<file path="config.mk">
export PLATFORM = sky130hd
export DESIGN_NAME = tri_record_assembler
export DESIGN_NICKNAME = d
export VERILOG_FILES = /design/src/rtl/tri_record_assembler_pkg.sv /design/src/rtl/tri_record_assembler_fifo.sv /design/src/rtl/tri_record_assembler.sv
export SDC_FILE = /design/constraint.sdc
export NUM_CORES = 1
export LEC_CHECK = 0
export CORE_UTILIZATION = 24
export CTS_BUF_LIST = sky130_fd_sc_hd__clkbuf_2
export CTS_CLUSTER_SIZE = 25
export DETAILED_ROUTE_END_ITERATION = 10
export GPL_TIMING_DRIVEN = 0
export HOLD_SLACK_MARGIN = 0.15
export PLACE_DENSITY_LB_ADDON = 0.25
export SLEW_MARGIN = 20
export SYNTH_ARGS = -nofsm -noshare
export SYNTH_HDL_FRONTEND = slang
export SYNTH_SLANG_ARGS = --single-unit
</file>
<file path="constraint.sdc">
create_clock -name clk -period 26.7 [get_ports clk]
set_input_delay 5.34 -clock clk [delete_from_list [all_inputs] [get_ports clk]]
set_output_delay 5.34 -clock clk [all_outputs]
set_load 0.01 [all_outputs]
</file>
<file path="src/rtl/tri_record_assembler_pkg.sv">
// Shared types and defaults for the record assembler.
// Holds the FSM state enum and the default frame markers and word width.
package tri_record_assembler_pkg;

  localparam int TRA_WORD_W = 32;

  localparam logic [31:0] TRA_FRAME_START = 32'd0;
  localparam logic [31:0] TRA_FRAME_END   = 32'd1;

  typedef enum logic [1:0] {
    IDLE    = 2'd0,
    COLLECT = 2'd1,
    BOUND   = 2'd2
  } tra_state_t;

endpackage

</file>
<file path="src/rtl/tri_record_assembler_fifo.sv">
// rec_fifo: register-based synchronous FIFO with flush.
// Ports: push_i/push_data_i write, pop_i/pop_data_o read (0 when empty),
// count_o/full_o/empty_o status; n_rst_i sync active-low, flush_i clears.
module rec_fifo #(
  parameter int W     = 32,
  parameter int DEPTH = 2,
  localparam int CW   = $clog2(DEPTH + 1),
  localparam int PW   = (DEPTH > 1) ? $clog2(DEPTH) : 1
) (
  input  logic          clk,
  input  logic          n_rst_i,
  input  logic          flush_i,
  input  logic          push_i,
  input  logic [W-1:0]  push_data_i,
  input  logic          pop_i,
  output logic [W-1:0]  pop_data_o,
  output logic [CW-1:0] count_o,
  output logic          full_o,
  output logic          empty_o
);

  logic [W-1:0]  mem_q [DEPTH];
  logic [PW-1:0] wr_q;
  logic [PW-1:0] rd_q;
  logic [CW-1:0] cnt_q;
  logic          do_push;
  logic          do_pop;

  function automatic logic [PW-1:0] nxt(input logic [PW-1:0] p);
    return (p == PW'(DEPTH - 1)) ? '0 : p + 1'b1;
  endfunction

  assign full_o     = (cnt_q == CW'(DEPTH));
  assign empty_o    = (cnt_q == '0);
  assign count_o    = cnt_q;
  assign do_push    = push_i && !full_o;
  assign do_pop     = pop_i && !empty_o;
  assign pop_data_o = empty_o ? '0 : mem_q[rd_q];

  always_ff @(posedge clk) begin
    if (!n_rst_i || flush_i) begin
      wr_q  <= '0;
      rd_q  <= '0;
      cnt_q <= '0;
    end else begin
      if (do_push) wr_q <= nxt(wr_q);
      if (do_pop)  rd_q <= nxt(rd_q);
      if (do_push && !do_pop)
        cnt_q <= cnt_q + 1'b1;
      else if (!do_push && do_pop)
        cnt_q <= cnt_q - 1'b1;
    end
  end

  always_ff @(posedge clk) begin
    if (do_push) mem_q[wr_q] <= push_data_i;
  end

endmodule

</file>
<file path="src/rtl/tri_record_assembler.sv">
// Packs framed bus words into WORDS_PER_REC-word records and queues them.
// Ports: in_* word input with pop request, rec_* record valid/ready output,
// frame_active/frame_done/tri_count status; n_rst sync active-low, flush abort.
module tri_record_assembler
  import tri_record_assembler_pkg::*;
#(
  parameter int WORD_W        = TRA_WORD_W,
  parameter int WORDS_PER_REC = 6,
  parameter int REC_DEPTH     = 2,
  parameter int CNT_W         = 16,
  parameter logic [WORD_W-1:0] FRAME_START = WORD_W'(TRA_FRAME_START),
  parameter logic [WORD_W-1:0] FRAME_END   = WORD_W'(TRA_FRAME_END)
) (
  input  logic                            clk,
  input  logic                            n_rst,
  input  logic                            flush,
  input  logic [WORD_W-1:0]               in_data,
  input  logic                            in_valid,
  output logic                            in_read,
  output logic [WORD_W*WORDS_PER_REC-1:0] rec_data,
  output logic                            rec_valid,
  input  logic                            rec_ready,
  output logic                            frame_active,
  output logic                            frame_done,
  output logic [CNT_W-1:0]                tri_count
);

  localparam int REC_W  = WORD_W * WORDS_PER_REC;
  localparam int ASM_W  = WORD_W * (WORDS_PER_REC - 1);
  localparam int IDX_W  = $clog2(WORDS_PER_REC);
  localparam int FCNT_W = $clog2(REC_DEPTH + 1);
  localparam logic [IDX_W-1:0] LAST = IDX_W'(WORDS_PER_REC - 1);

  tra_state_t       state_q, state_d;
  logic [IDX_W-1:0] idx_q, idx_d;
  logic [ASM_W-1:0] asm_q, asm_d;
  logic [CNT_W-1:0] cnt_q, cnt_d;
  logic             done_q, done_d;

  logic              fifo_full;
  logic              fifo_empty;
  logic [FCNT_W-1:0] fifo_cnt_unused;
  logic              fire;
  logic              push;
  logic [REC_W-1:0]  push_rec;

  // Stall only when the record about to complete has nowhere to go.
  assign in_read  = !(state_q == COLLECT && idx_q == LAST && fifo_full);
  assign fire     = in_valid && in_read;
  assign push     = fire && state_q == COLLECT && idx_q == LAST;
  assign push_rec = {in_data, asm_q};

  always_comb begin
    state_d = state_q;
    idx_d   = idx_q;
    asm_d   = asm_q;
    cnt_d   = cnt_q;
    done_d  = 1'b0;
    unique case (state_q)
      IDLE: begin
        if (fire && in_data == FRAME_START) begin
          state_d = COLLECT;
          idx_d   = '0;
          cnt_d   = '0;
        end
      end
      COLLECT: begin
        if (fire) begin
          if (idx_q == LAST) begin
            state_d = BOUND;
            idx_d   = '0;
            if (cnt_q != '1) cnt_d = cnt_q + 1'b1;
          end else begin
            for (int k = 0; k < WORDS_PER_REC - 1; k++)
              if (idx_q == IDX_W'(k))
                asm_d[k*WORD_W +: WORD_W] = in_data;
            idx_d = idx_q + 1'b1;
          end
        end
      end
      BOUND: begin
        if (fire) begin
          if (in_data == FRAME_END) begin
            state_d = IDLE;
            done_d  = 1'b1;
          end else begin
            // Non-marker word opens the next record without a bubble.
            asm_d[0 +: WORD_W] = in_data;
            idx_d   = IDX_W'(1);
            state_d = COLLECT;
          end
        end
      end
      default: state_d = IDLE;
    endcase
  end

  always_ff @(posedge clk) begin
    if (!n_rst) begin
      state_q <= IDLE;
      idx_q   <= '0;
      asm_q   <= '0;
      cnt_q   <= '0;
      done_q  <= 1'b0;
    end else if (flush) begin
      state_q <= IDLE;
      idx_q   <= '0;
      done_q  <= 1'b0;
    end else begin
      state_q <= state_d;
      idx_q   <= idx_d;
      asm_q   <= asm_d;
      cnt_q   <= cnt_d;
      done_q  <= done_d;
    end
  end

  rec_fifo #(
    .W     (REC_W),
    .DEPTH (REC_DEPTH)
  ) u_fifo (
    .clk         (clk),
    .n_rst_i     (n_rst),
    .flush_i     (flush),
    .push_i      (push),
    .push_data_i (push_rec),
    .pop_i       (rec_ready),
    .pop_data_o  (rec_data),
    .count_o     (fifo_cnt_unused),
    .full_o      (fifo_full),
    .empty_o     (fifo_empty)
  );

  assign rec_valid    = !fifo_empty;
  assign frame_active = (state_q != IDLE);
  assign frame_done   = done_q;
  assign tri_count    = cnt_q;

endmodule

</file>
==> key figures <==
Setup path
  – Worst Setup EP: rec_data[24]
  – Startpoint types: flop
  – Reg2reg setup slack: 23.25 ns
  – Nature of the critical path endpoint: primary output
  – Required @ worst endpoint: 21.36 ns
  – Worst R2R End: u_fifo.mem_q[0][39]
  – Cell count of the worst reg-to-reg path: 12
  – CP arrival: 4.56 ns
  – R2r startpoint: state_q[1]
  – Critical path class: flop to primary output
  – Critical path peak fanout: 10

Clock tree
  – Post-CTS Resized: 0
  – H-tree depth: 4
  – Clock root cell: clkbuf_2
  – Clock Latency Late Sink: 1.34 ns
  – Post-CTS setup buffers: 0
  – Hold-fix buffers, CTS: 0
  – Clock buffer depth: 3
  – Num CTS Buffers: 150
  – Clock-pin transition on the worst setup and hold timing paths: 0.10 ns
  – CTS tree: yes
  – Clock Sinks: 571

Yosys
  – Synth Warn #: 0
  – Synth Register Bits: 571
  – Cell count after synthesis: 1735
  – Seq/Total Area, Yosys: 0.688
  – Post-synth top flop: edfxtp_1
  – Async set or reset register ratio after synthesis: 0
  – Cell Area, Synth: 22200 µm²
  – Syn avg cell area: 12.8 µm²
  – Post-synthesis net count: 1780
  – Number of synthesized flops with an enable pin: 384
  – Number of distinct library cells after synthesis: 60

Timing
  – Final Critical Period: 9.90 ns
  – Worst-Margin Slew: 1.16 ns
  – Fin. Hold Viols: 0
  – Fmax achieved: 0.101 GHz
  – Slack of the critical path: 16.80 ns
  – Count of final setup violators: 0
  – Rel. slew slack: 0.227
  – Max Slew Vio Count: 0
  – Tcrit/Tclk final: 0.371
  – Clk_skew: 0.103 ns
  – RSZ-0062 raised after global routing: no

Route
  – WL per Instance: 20.1 µm
  – Drt pass-1 iters: 5
  – Total number of vias: 15300
  – DR iter-0 viols: 830
  – # DRC: 0
  – DRT antenna net count: 0
  – Via/cell ratio: 4.40
  – Routed WL: 70200 µm

Floorplan
  – Core area: 91700 µm²
  – Initial Util: 0.242
  – Die width: 306 µm
  – Die height: 306 µm
  – Die Area: 93700 µm²
  – Cell Rows: 111
  – Top Ports: 249

Pwr
  – Pwr dens: 56.8 nW/µm²
  – Psw: 0.392 mW
  – Sequential Power Share: 0.588
  – Internal power: 1.19 mW
  – Clock Power Share: 0.392
  – Leakage power: 9.00 nW
  – Max VDD drop: 0.0308 mV
  – Comb pwr share: 0.020
  – Switch share: 0.247

Global route
  – Pin count of the biggest net entering global routing: 43
  – Tot GR Track Use: 0.149
  – First-pass GRT wire length: 101000 µm
  – Grt ovf: 0
  – Vias in the first global route: 15600
  – Initial antenna violation count: 6

Status
  – Outcome: complete, no violations

Place
  – Worst slack at placement: 18.15 ns
  – Post-DP HPWL: 49800 µm
  – Routability cong.: 0.779
  – Placed Cells: 3212
  – Number of buffers added on ports: 247

Layout
  – Layout cell share with drive strength beyond 1: 0.141
  – Post-Layout Cell Count: 3491
  – NumNets Final: 2223
  – Layout area overhead: 26.0%
  – Most frequent cells in the layout: edfxtp_1 (384), clkdlybuf4s50_1 (247), nor2_1 (243), clkbuf_2 (227), mux2i_1 (224)
  – Most common cell after layout, fill and taps aside: edfxtp_1

Flow run
  – Maxcap violations: 0

Worst hold path
  – Worst Hold Class: flop to flop
worst max-delay path, cell delays in order (launching register included):
cell and delay, ns:
dfxtp_1 0.33, clkbuf_1 0.13, clkbuf_1 0.72, buf_1 0.75
mux2i_1 0.19, nor2_1 0.44, clkdlybuf4s50_1 0.64
routing by layer:
layer  vias up  global-route usage  routed length [µm]
met5         -                   0                  35
met4         6              0.0538                1650
met3       107              0.0391                4230
met2       478               0.247               33800
met1      7470               0.186               30500
li1       7285                   -                   -
layout make-up:
class                   instances  area [µm²]
fillers                      9479       63700
plain buffers                 117         503
clock buffers                 225        1130
multi-input cells            1036        6400
well taps                    1186        1480
repair buffers                291        2820
clock inverters                51         302
diodes                          3        7.51
flip-flops and latches        571       15300
inverters                      11        41.3
sequential cells by signal, indices dropped and copies added (netlist names), named ones only:
register	flops
u_fifo.mem_q	384
asm_q	160
tri_count	16
idx_q	3
state_q	2
u_fifo.count_o	2
frame_done	1
u_fifo.rd_q	1
u_fifo.wr_q	1
Yosys cell counts, types with 12 or more instances:
cell type / instances / area share
clkbuf_1: 85 / 0.014
o21ai_1: 33 / 0.0074
o211ai_1: 36 / 0.012
a21oi_1: 137 / 0.031
edfxtp_1: 384 / 0.52
mux2i_1: 224 / 0.10
nor3_1: 12 / 0.0027
nor2_1: 243 / 0.041
dfxtp_1: 187 / 0.17
nand2_1: 213 / 0.036
buf_1: 17 / 0.0029
metrics by stage:
| step | cell area (µm²) | util | setup TNS [ns] | power (mW) | hold WS (ns) |
|---|---|---|---|---|---|
| 2_1_floorplan | 22200 | - | 0 | 0.960 | 0.422 |
| 3_3_place_gp | 26100 | 0.285 | -2209.32 | 0.985 | 0.428 |
| 3_5_place_dp | 26500 | 0.289 | 0 | 0.986 | 0.437 |
| 4_1_cts | 27900 | 0.305 | 0 | 1.62 | 0.373 |
| 5_1_grt | 27900 | 0.305 | 0 | 1.66 | 0.385 |
| 6_report | 28000 | 0.305 | 0 | 1.59 | 0.387 |
power by group through the flow:
| stage | Combinational, mW | Clock, mW | Sequential (mW) |
|---|---|---|---|
| 5_1_grt | 0.0336 | 0.693 | 0.932 |
| 4_1_cts | 0.0331 | 0.650 | 0.932 |
| 2_1_floorplan | 0.00744 | 0 | 0.952 |
| 6_report | 0.0320 | 0.622 | 0.932 |
| 3_5_place_dp | 0.0330 | 0 | 0.953 |
| 3_3_place_gp | 0.0328 | 0 | 0.953 |
worst min-delay path by stage:
stage                    from                  end  slack [ns]  cells past startpoint
floorplan            asm_q[0]   u_fifo.mem_q[0][0]        0.42                      0
CTS                 asm_q[35]  u_fifo.mem_q[0][35]        0.37                      0
global placement    asm_q[29]  u_fifo.mem_q[1][29]        0.43                      0
finish              asm_q[35]  u_fifo.mem_q[0][35]        0.39                      0
detailed placement  asm_q[15]  u_fifo.mem_q[1][15]        0.44                      0
global route        asm_q[35]  u_fifo.mem_q[0][35]        0.38                      0
cell families after synthesis:
group / Yosys count / synth area share
DFF: 571 / 0.688
and+or+nand+nor: 536 / 0.106
AOI/OAI and AO/OA: 264 / 0.0739
muxes: 224 / 0.101
buffers and inverters: 128 / 0.0244
adders and majority gates: 8 / 0.00451
xor gates and xnor gates: 4 / 0.00158
Note: power is estimated with default switching activity, not from simulation.
